File: config.mk
export PLATFORM = sky130hd
export DESIGN_NAME = ysyx_22040386_mem_lsu
export DESIGN_NICKNAME = d
export VERILOG_FILES = /design/src/rtl/ysyx_22040386_mem_lsu.sv
export SDC_FILE = /design/constraint.sdc
export NUM_CORES = 1
export LEC_CHECK = 0
export ABC_AREA = 1
export CAP_MARGIN = 10
export CORE_ASPECT_RATIO = 1.25
export CORE_MARGIN = 4
export CORE_UTILIZATION = 35
export DETAILED_ROUTE_END_ITERATION = 10
export PLACE_DENSITY = 0.67
export RECOVER_POWER = 50
export SLEW_MARGIN = 10
export SYNTH_ARGS = -nofsm -noshare
export SYNTH_HDL_FRONTEND = slang
export SYNTH_SLANG_ARGS = --single-unit
File: constraint.sdc
create_clock -name i_MEM_LSU_clk -period 6.6 [get_ports i_MEM_LSU_clk]
set_input_delay 0.66 -clock i_MEM_LSU_clk [delete_from_list [all_inputs] [get_ports i_MEM_LSU_clk]]
set_output_delay 0.66 -clock i_MEM_LSU_clk [all_outputs]
set_load 0.01 [all_outputs]
File: src/rtl/ysyx_22040386_mem_lsu.sv
// MEM-stage load/store unit: EX/MEM request -> valid/ready data bus -> aligned, extended load data.
// Store 3 cycles, load 4 cycles minimum; stalls the pipeline until the access completes.
module ysyx_22040386_mem_lsu #(
   parameter int ADDR_W = 64,
   parameter int DATA_W = 64
) (
   input  logic                  i_MEM_LSU_clk,
   input  logic                  i_MEM_LSU_rst,
   input  logic                  i_MEM_LSU_MemRead,
   input  logic                  i_MEM_LSU_MemWrite,
   input  logic [2:0]            i_MEM_LSU_mem_mask,
   input  logic [ADDR_W-1:0]     i_MEM_LSU_addr,
   input  logic [DATA_W-1:0]     i_MEM_LSU_wr_data,
   output logic                  o_MEM_LSU_stall,
   output logic                  o_MEM_LSU_done,
   output logic [DATA_W-1:0]     o_MEM_LSU_rd_data,
   output logic                  o_MEM_LSU_addr_err,
   output logic                  o_MEM_LSU_req_valid,
   input  logic                  i_MEM_LSU_req_ready,
   output logic [ADDR_W-1:0]     o_MEM_LSU_req_addr,
   output logic                  o_MEM_LSU_req_wen,
   output logic [DATA_W-1:0]     o_MEM_LSU_req_wdata,
   output logic [DATA_W/8-1:0]   o_MEM_LSU_req_wstrb,
   input  logic                  i_MEM_LSU_rsp_valid,
   input  logic [DATA_W-1:0]     i_MEM_LSU_rsp_data
);

   typedef enum logic [1:0] {S_IDLE, S_REQ, S_WAIT, S_DONE} state_t;

   state_t                state_q, state_d;
   logic [ADDR_W-1:0]     req_addr_q;
   logic                  req_wen_q;
   logic [DATA_W-1:0]     req_wdata_q;
   logic [DATA_W/8-1:0]   req_wstrb_q;
   logic [2:0]            off_q;
   logic [2:0]            mask_q;
   logic [DATA_W-1:0]     rd_data_q;

   logic                  access, illegal, misalign, load_en, capture;
   logic [2:0]            off;
   logic [7:0]            strb_base;
   logic [DATA_W-1:0]     wdata_sh, rsp_sh, rd_ext;

   assign access = i_MEM_LSU_MemRead | i_MEM_LSU_MemWrite;
   assign off    = i_MEM_LSU_addr[2:0];

   always_comb begin
      misalign  = 1'b0;
      strb_base = 8'h01;
      case (i_MEM_LSU_mem_mask[1:0])
         2'b00: begin misalign = 1'b0;            strb_base = 8'h01; end
         2'b01: begin misalign = off[0];          strb_base = 8'h03; end
         2'b10: begin misalign = (off[1:0] != 2'b00); strb_base = 8'h0F; end
         default: begin misalign = (off != 3'b000); strb_base = 8'hFF; end
      endcase
   end

   // Unsigned encodings have no meaning for stores, so they are rejected like mask=111.
   assign illegal = (i_MEM_LSU_MemRead & i_MEM_LSU_MemWrite)
                  | (i_MEM_LSU_mem_mask == 3'b111)
                  | (i_MEM_LSU_MemWrite & i_MEM_LSU_mem_mask[2])
                  | misalign;

   assign wdata_sh = i_MEM_LSU_wr_data << {off, 3'b000};
   assign rsp_sh   = i_MEM_LSU_rsp_data >> {off_q, 3'b000};

   always_comb begin
      rd_ext = rsp_sh;
      case (mask_q)
         3'b000:  rd_ext = {{56{rsp_sh[7]}},  rsp_sh[7:0]};
         3'b001:  rd_ext = {{48{rsp_sh[15]}}, rsp_sh[15:0]};
         3'b010:  rd_ext = {{32{rsp_sh[31]}}, rsp_sh[31:0]};
         3'b100:  rd_ext = {56'd0, rsp_sh[7:0]};
         3'b101:  rd_ext = {48'd0, rsp_sh[15:0]};
         3'b110:  rd_ext = {32'd0, rsp_sh[31:0]};
         default: rd_ext = rsp_sh;
      endcase
   end

   always_comb begin
      state_d            = state_q;
      o_MEM_LSU_stall    = 1'b0;
      o_MEM_LSU_done     = 1'b0;
      o_MEM_LSU_addr_err = 1'b0;
      load_en            = 1'b0;
      capture            = 1'b0;
      case (state_q)
         S_IDLE: begin
            if (access) begin
               if (illegal) begin
                  o_MEM_LSU_addr_err = 1'b1;
               end else begin
                  o_MEM_LSU_stall = 1'b1;
                  load_en         = 1'b1;
                  state_d         = S_REQ;
               end
            end
         end
         S_REQ: begin
            o_MEM_LSU_stall = 1'b1;
            if (i_MEM_LSU_req_ready) state_d = req_wen_q ? S_DONE : S_WAIT;
         end
         S_WAIT: begin
            o_MEM_LSU_stall = 1'b1;
            if (i_MEM_LSU_rsp_valid) begin
               capture = 1'b1;
               state_d = S_DONE;
            end
         end
         default: begin
            o_MEM_LSU_done = 1'b1;
            state_d        = S_IDLE;
         end
      endcase
   end

   always_ff @(posedge i_MEM_LSU_clk or posedge i_MEM_LSU_rst) begin
      if (i_MEM_LSU_rst) begin
         state_q     <= S_IDLE;
         req_addr_q  <= '0;
         req_wen_q   <= 1'b0;
         req_wdata_q <= '0;
         req_wstrb_q <= '0;
         off_q       <= 3'b000;
         mask_q      <= 3'b000;
         rd_data_q   <= '0;
      end else begin
         state_q <= state_d;
         if (load_en) begin
            req_addr_q  <= {i_MEM_LSU_addr[ADDR_W-1:3], 3'b000};
            req_wen_q   <= i_MEM_LSU_MemWrite;
            req_wdata_q <= wdata_sh;
            req_wstrb_q <= strb_base << off;
            off_q       <= off;
            mask_q      <= i_MEM_LSU_mem_mask;
         end
         if (capture) rd_data_q <= rd_ext;
      end
   end

   assign o_MEM_LSU_req_valid = (state_q == S_REQ);
   assign o_MEM_LSU_req_addr  = req_addr_q;
   assign o_MEM_LSU_req_wen   = req_wen_q;
   assign o_MEM_LSU_req_wdata = req_wdata_q;
   assign o_MEM_LSU_req_wstrb = req_wstrb_q;
   assign o_MEM_LSU_rd_data   = rd_data_q;

endmodule

==> Yosys cells after proc, flatten, opt, wreduce, memory -nomap -nowiden <==
Index checks and enable logic that the tools add are counted.
{ "op_classes": {"n_eq_ne": 14, "n_shift": 3, "n_mux": 19, "bitwise": 6, "n_reduce_logical": 8} }
{ "op_table": {"columns": ["operator", "count"], "rows": [
  ["$pmux 64 s6", 1],
  ["$shl 64x6->64", 1],
  ["$shr 64x6->64", 1],
  ["$pmux 8 s3", 1],
  ["$eq 3x3->1 const B", 4],
  ["$mux 1", 10],
  ["$mux 2", 4],
  ["$shl 8x3->8", 1],
  ["$ne 2x2->1 const B", 3],
  ["$pmux 2 s3", 1],
  ["$eq 2x1->1 const B", 2],
  ["$eq 2x2->1 const B", 2],
  ["$logic_not 2->1", 2],
  ["$or 1x1->1", 4],
  ["$reduce_and 4->1", 1],
  ["$eq 3x1->1 const B", 1],
  ["$eq 3x2->1 const B", 1],
  ["$logic_not 3->1", 1],
  ["$pmux 1 s3", 1],
  ["$reduce_bool 3->1", 1],
  ["$reduce_or 3->1", 1],
  ["$and 1x1->1", 2],
  ["$ne 2x1->1 const B", 1],
  ["$pmux 1 s2", 1],
  ["2 further kinds", 2]
]} }
{ "totals": {"ff_bits": 206, "word_cells": 58} }

==> Depth between registers and ports, before layout <==
Gate-level depths: netlist of the first run.
{ "depth": {"word_depth": 7, "depth_mapped": 13, "ltp_nobuf": 10} }

==> Worst setup path after synthesis of the first run <==
No wires, ideal clock.
{ "synth_path": {"path_type": "in2out", "start": "in i_MEM_LSU_addr[1]", "end": "out o_MEM_LSU_stall", "arrival_time_ps": 1882, "setup_slack_ps": 4058, "stages": 11, "n_path_buf": 4, "cell_sequence": "buf_4 nor2_4 buf_6 nand2_2 o21ai_1 nand2_1 inv_2 nand2_2 buf_6 buf_2 a21oi_1"} }
{ "synth_between": {"elab_chain_cells": 6, "elab_cells_between_ends": 7, "classes_between": "mux (4); bitwise (1); reduce/logical (2)"} }
{ "synth_lines": {"columns": ["element", "line", "text"], "rows": [
  ["start: declaration", "12", "input logic [ADDR_W-1:0] i_MEM_LSU_addr,"],
  ["$reduce_bool 3->1 / $reduce_bool 2->1 (equally long branches)", "54, 53", null],
  ["$pmux 1 s3 (*)", "50", "case (i_MEM_LSU_mem_mask[1:0])"],
  ["$or 1x1->1 (*)", "62", "| misalign;"],
  ["$mux 1 (*)", "90", "if (illegal) begin"],
  ["$mux 1 (*)", "89", "if (access) begin"],
  ["$pmux 1 s2 (*)", "87", "case (state_q)"],
  ["end: declaration", "14", "output logic o_MEM_LSU_stall,"]
]} }
Mark *: on every way between the ends. The rest lies on a longest branch, timed or not.

==> Worst setup path after layout of the first run <==
{ "layout_path": {"start": "in i_MEM_LSU_addr[0]", "end": "out o_MEM_LSU_stall"} }
The elaborated chain is that of the path after synthesis.

==> results.json, run 1 <==
{
  "p_total_uw": 7318,
  "drt-initial-drc-count": 1224,
  "register_area_um2": 5156,
  "synth_warnings": 0,
  "finalSetupViolCount": 0,
  "fin_util": 0.5076,
  "synth_cell_types": 35,
  "cts_buffer_depth": 3,
  "grt_use_total": 0.2449,
  "grt_max_degree": 102,
  "rr_worst_depth": 11,
  "fin_setup_tns_ns": 0,
  "cp.required_ns": 5.94,
  "grt_pass1_wl_mm": 69.33,
  "antenna_found_initial": 2,
  "dp_hpwl_mm": 33.43,
  "routedWlPerCell_um": 18.89,
  "critical_path_class": "in2out",
  "postCtsResizedCells": 0,
  "synthTopCellsByArea": "dfrtp_1, nand2_1, o21ai_0, nor2_1, nand3_1",
  "fmax_ghz": 0.2267,
  "multiInputGateArea_um2": 5623,
  "tightest_slew_ns": 2.808,
  "critical_path_arrival_ns": 3.75,
  "worstReg2RegStart": "off_q[0]",
  "violations": "capacitance limit, slew limit",
  "drt_first_pass_iters": 6,
  "fillers": 3250,
  "maxCapViolCount": 2,
  "worstHoldEndpoint": "o_MEM_LSU_req_addr[46]",
  "relSlewSlack": -0.8721,
  "syn2layout_area_growth_pct": 43.20,
  "drc": 0,
  "synthCells": 1668,
  "r2r-end": "o_MEM_LSU_rd_data[25]",
  "hold_class": "reg2reg",
  "p_int_uw": 4350,
  "io_buffers": 402,
  "syn_area_um2": 11550,
  "io_pins": 406,
  "final_common_cell": "nand2_1",
  "gp_congestion": 0.9275,
  "cts_buffers": 24,
  "end_kind": "output port",
  "grt_overflow_total": 0,
  "rsz0062_at_grt": "no",
  "die-area_um2": 36000,
  "pwr-share-clk": 0.213,
  "first_global_vias": 12320,
  "netSwitchingPower_uw": 2968,
  "n_antenna_cell": 0,
  "period_share": 0.6685,
  "synth_top_area_share": 0.4462,
  "hold_viol": 0,
  "start_util": 0.3545,
  "cp-start-kind": "primary input",
  "nets": 2197,
  "skew_ns": 0.01428,
  "insertion_delay_ns": 0.53,
  "vias": 12420,
  "synth-seq-cells": 206,
  "via_per_inst": 5.114,
  "h-tree-depth": 1,
  "holdPathStages": 2,
  "fp.dieH_um": 211.1,
  "syn_avg_cell_area_um2": 6.927,
  "antenna_left": 0,
  "postCtsSetupBuffers": 0,
  "min_from": "o_MEM_LSU_req_addr[46]",
  "hold_ws_ns": 0.4727,
  "drv_slew": 119,
  "fin_crit_ns": 4.412,
  "power.density_nw_per_um2": 442.3,
  "r2r_slack_ns": 2.43,
  "cp_max_fo": 101,
  "layout-drive-gt1-share": 0.04776,
  "clkTransAtPathRegs_ns": 0.06,
  "dieWidth_um": 170.5,
  "layout_common_cells": "nand2_1, clkdlybuf4s50_1, dfrtp_1, nor2_1, o21ai_0",
  "cts.sinks": 206,
  "num_rows": 74,
  "p_seq_frac": 0.302,
  "ir_worst_vdd_uv": 247.8,
  "dp_cells": 2384,
  "p_sw_frac": 0.4056,
  "combPwrFrac": 0.485,
  "synth_area_leader_cell": "dfrtp_1",
  "synth_seq_area_share": 0.4462,
  "cts_tree": "done",
  "drt_wl_total_mm": 45.87,
  "status": "finished, violations left",
  "cts_root_buf": "clkbuf_16",
  "core_um2": 32590,
  "ctsHoldBuffers": 0,
  "leakage_uw": 0.007889,
  "layout.cells.non_filler": 2428
}
==> stage by stage <==
step / setup WS, ns / instance area [um2]
floorplan: 0.3159 / 11560
global placement: 2.661 / 15630
detailed placement: 2.628 / 15630
CTS: 2.626 / 16550
global route: 1.938 / 16540
finish: 2.188 / 16540
==> cells in the mapped netlist <==
cell type / number
nand2_1: 654
dfrtp_1: 206
nor2_1: 185
o21ai_0: 174
nand3_1: 128
a21oi_1: 63
clkbuf_1: 50
inv_1: 44
buf_2: 37
or2_2: 24
buf_1: 17
o211ai_1: 12
buf_6: 11
buf_4: 7
inv_2: 5
o22ai_1: 5
a22oi_1: 4
ha_1: 4
mux2i_1: 4
nand4_1: 4
o22a_1: 4
o31ai_1: 4
or2_0: 4
nor3_1: 3
and2_1: 2
nand2_2: 2
o21a_1: 2
o21ai_1: 2
a211oi_1: 1
a31oi_1: 1
conb_1: 1
nor2_2: 1
nor2_4: 1
nor3_2: 1
o21ai_2: 1
==> critical path, cell delays in order <==
cell and delay [ns]:
buf_2 0.27, inv_1 1.02, o21ai_2 0.13, a21oi_1 0.17, nand2_1 0.12, inv_2 0.13
nand2_8 0.36, a21oi_1 0.27, clkdlybuf4s50_1 0.56
==> flip-flops by register name, indices dropped and copies added (netlist names) <==
name / cells
o_MEM_LSU_req_wen: 1
mask_q: 3
o_MEM_LSU_req_wdata: 64
o_MEM_LSU_req_wstrb: 8
o_MEM_LSU_req_addr: 61
o_MEM_LSU_rd_data: 64
state_q: 2
off_q: 3
==> logic make-up after synthesis <==
family,synth area share
muxes,0.003466
and+or+nand+nor,0.3512
other,0.0003246
buffers and inverters,0.06898
adders and majority gates,0.004332
AOI/OAI and AO/OA,0.1255
DFF,0.4462
==> worst max path at each step <==
stage / start / end / slack (ns) / depth (start not counted)
6_report: i_MEM_LSU_addr[0] / o_MEM_LSU_stall / 2.19 / 9
5_1_grt: i_MEM_LSU_addr[0] / o_MEM_LSU_stall / 1.94 / 9
4_1_cts: i_MEM_LSU_addr[0] / o_MEM_LSU_stall / 2.63 / 9
3_5_place_dp: i_MEM_LSU_addr[0] / o_MEM_LSU_stall / 2.63 / 9
3_3_place_gp: i_MEM_LSU_addr[0] / o_MEM_LSU_stall / 2.66 / 9
2_1_floorplan: i_MEM_LSU_rst / mask_q[0] / 0.32 / 1
==> power groups by stage <==
stage	clock network, uW	registers [uW]	logic (uW)
global placement	0	2230	3670
global route	1650	2280	3900
CTS	1600	2220	3730
floorplan	0	2440	1600
finish	1560	2210	3550
detailed placement	0	2230	3720
==> area by class of cell <==
type | count | share of cell area
Multi-Input combinational cell | 1293 | 0.3399
Sequential cell | 206 | 0.3117
Timing Repair Buffer | 418 | 0.2494
Clock buffer | 26 | 0.03796
Tap cell | 418 | 0.03161
Clock inverter | 18 | 0.01792
Inverter | 49 | 0.01157
==> metal layers <==
metal	GRT usage	vias up	wire length, um
met5	0	-	8
met4	0.1185	2	2417
met3	0.06365	109	4144
met2	0.4282	543	22840
met1	0.2764	5778	16460
li1	-	5986	-
Power figures use the tool's default switching activity.
==> run 2, diff against run 1 <==
--- a/config.mk
+++ b/config.mk
@@ -11,7 +11,6 @@
 export CORE_MARGIN = 4
 export CORE_UTILIZATION = 35
 export DETAILED_ROUTE_END_ITERATION = 10
-export PLACE_DENSITY = 0.67
 export RECOVER_POWER = 50
 export SLEW_MARGIN = 10
 export SYNTH_ARGS = -nofsm -noshare
==> constraint.sdc (replaced) <==
create_clock -name i_MEM_LSU_clk -period 4.3 [get_ports i_MEM_LSU_clk]
set_input_delay 0.43 -clock i_MEM_LSU_clk [delete_from_list [all_inputs] [get_ports i_MEM_LSU_clk]]
set_output_delay 0.43 -clock i_MEM_LSU_clk [all_outputs]
set_load 0.01 [all_outputs]
==> results.json, run 2 (same netlist as run 1, synthesis figures left out) <==
{
  "antenna_found_initial": 7,
  "grt_overflow_total": 0,
  "gp_congestion": 0.9271,
  "drc": 0,
  "num_rows": 74,
  "drt_first_pass_iters": 6,
  "power.density_nw_per_um2": 676.3,
  "relSlewSlack": -0.5140,
  "first_global_vias": 11990,
  "h-tree-depth": 1,
  "nets": 2206,
  "cts_buffer_depth": 3,
  "layout_common_cells": "nand2_1, clkdlybuf4s50_1, dfrtp_1, nor2_1, o21ai_0",
  "final_common_cell": "nand2_1",
  "fp.dieH_um": 211.1,
  "register_area_um2": 5156,
  "status": "finished, violations left",
  "cts_root_buf": "clkbuf_16",
  "die-area_um2": 36000,
  "dieWidth_um": 170.5,
  "via_per_inst": 5.113,
  "syn2layout_area_growth_pct": 43.18,
  "tightest_slew_ns": 2.271,
  "dp_hpwl_mm": 34.57,
  "postCtsSetupBuffers": 0,
  "stdcell_area_um2": 16540,
  "end_kind": "output port",
  "start_util": 0.3545,
  "grt_pass1_wl_mm": 69.99,
  "antenna_left": 0,
  "layout-drive-gt1-share": 0.05151,
  "ir_worst_vdd_uv": 367.9,
  "holdPathStages": 4,
  "fillers": 3338,
  "drt_wl_total_mm": 46.83,
  "rr_worst_depth": 7,
  "p_total_uw": 11190,
  "critical_path_arrival_ns": 2.76,
  "vias": 12460,
  "drt-initial-drc-count": 1080,
  "maxCapViolCount": 2,
  "leakage_uw": 0.007834,
  "rsz0062_at_grt": "no",
  "insertion_delay_ns": 0.54,
  "cts_tree": "done",
  "cts_buffers": 24,
  "n_antenna_cell": 0,
  "cp.required_ns": 3.87,
  "cp_max_fo": 86,
  "cts.sinks": 206,
  "violations": "capacitance limit, slew limit",
  "cp-start-kind": "flip-flop",
  "hold_class": "in2reg",
  "core_um2": 32590,
  "io_pins": 406,
  "io_buffers": 402,
  "routedWlPerCell_um": 19.22,
  "fin_setup_tns_ns": 0,
  "finalSetupViolCount": 0,
  "multiInputGateArea_um2": 5623,
  "period_share": 0.7418,
  "hold_viol": 0,
  "drv_slew": 145,
  "clkTransAtPathRegs_ns": 0.06,
  "critical_path_class": "reg2out",
  "postCtsResizedCells": 0,
  "skew_ns": 0.01122,
  "ctsHoldBuffers": 0,
  "grt_max_degree": 109,
  "grt_use_total": 0.2491,
  "fmax_ghz": 0.3135,
  "fin_crit_ns": 3.190,
  "dpl_cell_area_um2": 15730
}
[run 2: area by class of cell]
type	instances	share of cell area
clock inverters	14	0.01210
well taps	418	0.03162
repair buffers	427	0.2540
flip-flops and latches	206	0.3117
inverters	49	0.01119
clock buffers	30	0.03948
multi-input cells	1293	0.3399
[run 2: per-stage QoR]
step | util | hold WS [ns] | worst slack, ns | cells
2_1_floorplan | - | 0.4911 | 1.198 | 1670
3_3_place_gp | 0.4826 | 0.4607 | 1.132 | 2393
3_5_place_dp | 0.4826 | 0.4636 | 1.062 | 2393
4_1_cts | 0.5088 | 0.2419 | 1.028 | 2437
5_1_grt | 0.5076 | 0.2938 | 0.6909 | 2437
6_report | 0.5076 | 0.2875 | 1.110 | 2437
[run 2: final timing paths]
| path | startpoint | endpoint | slack [ns] |
|---|---|---|---|
| max in group asynchronous | i_MEM_LSU_rst | o_MEM_LSU_req_wdata[42] | 1.23 |
| hold reg to reg | o_MEM_LSU_req_addr[5] | o_MEM_LSU_req_addr[5] | 0.47 |
| setup reg to reg | state_q[0] | o_MEM_LSU_req_wdata[20] | 1.65 |
| setup / recovery | state_q[0] | o_MEM_LSU_stall | 1.11 |
| hold / removal | i_MEM_LSU_addr[1] | o_MEM_LSU_req_wdata[4] | 0.29 |
| min in group asynchronous | i_MEM_LSU_rst | o_MEM_LSU_req_addr[14] | 0.44 |
[run 2: report_power, final]
part	internal, uW	switching [uW]
clock network	1330	894
registers	2850	557
logic	2440	3120
total	6610	4570
[run 2: per-layer routing]
metal / vias to the layer above / global-route usage / wire length (um)
met1: 5894 / 0.2876 / 17290
met5: - / 0 / 76
li1: 6007 / - / -
met4: 12 / 0.1011 / 2071
met3: 95 / 0.06290 / 3676
met2: 452 / 0.4393 / 23710
[run 2: critical path: stages, from the launching register on]
cell and delay (ns):
dfrtp_1 0.41, inv_1 0.09, ha_1 0.20, inv_1 0.09
nor2_1 0.30, nand2_8 0.31, a21oi_1 0.23, clkdlybuf4s50_1 0.60
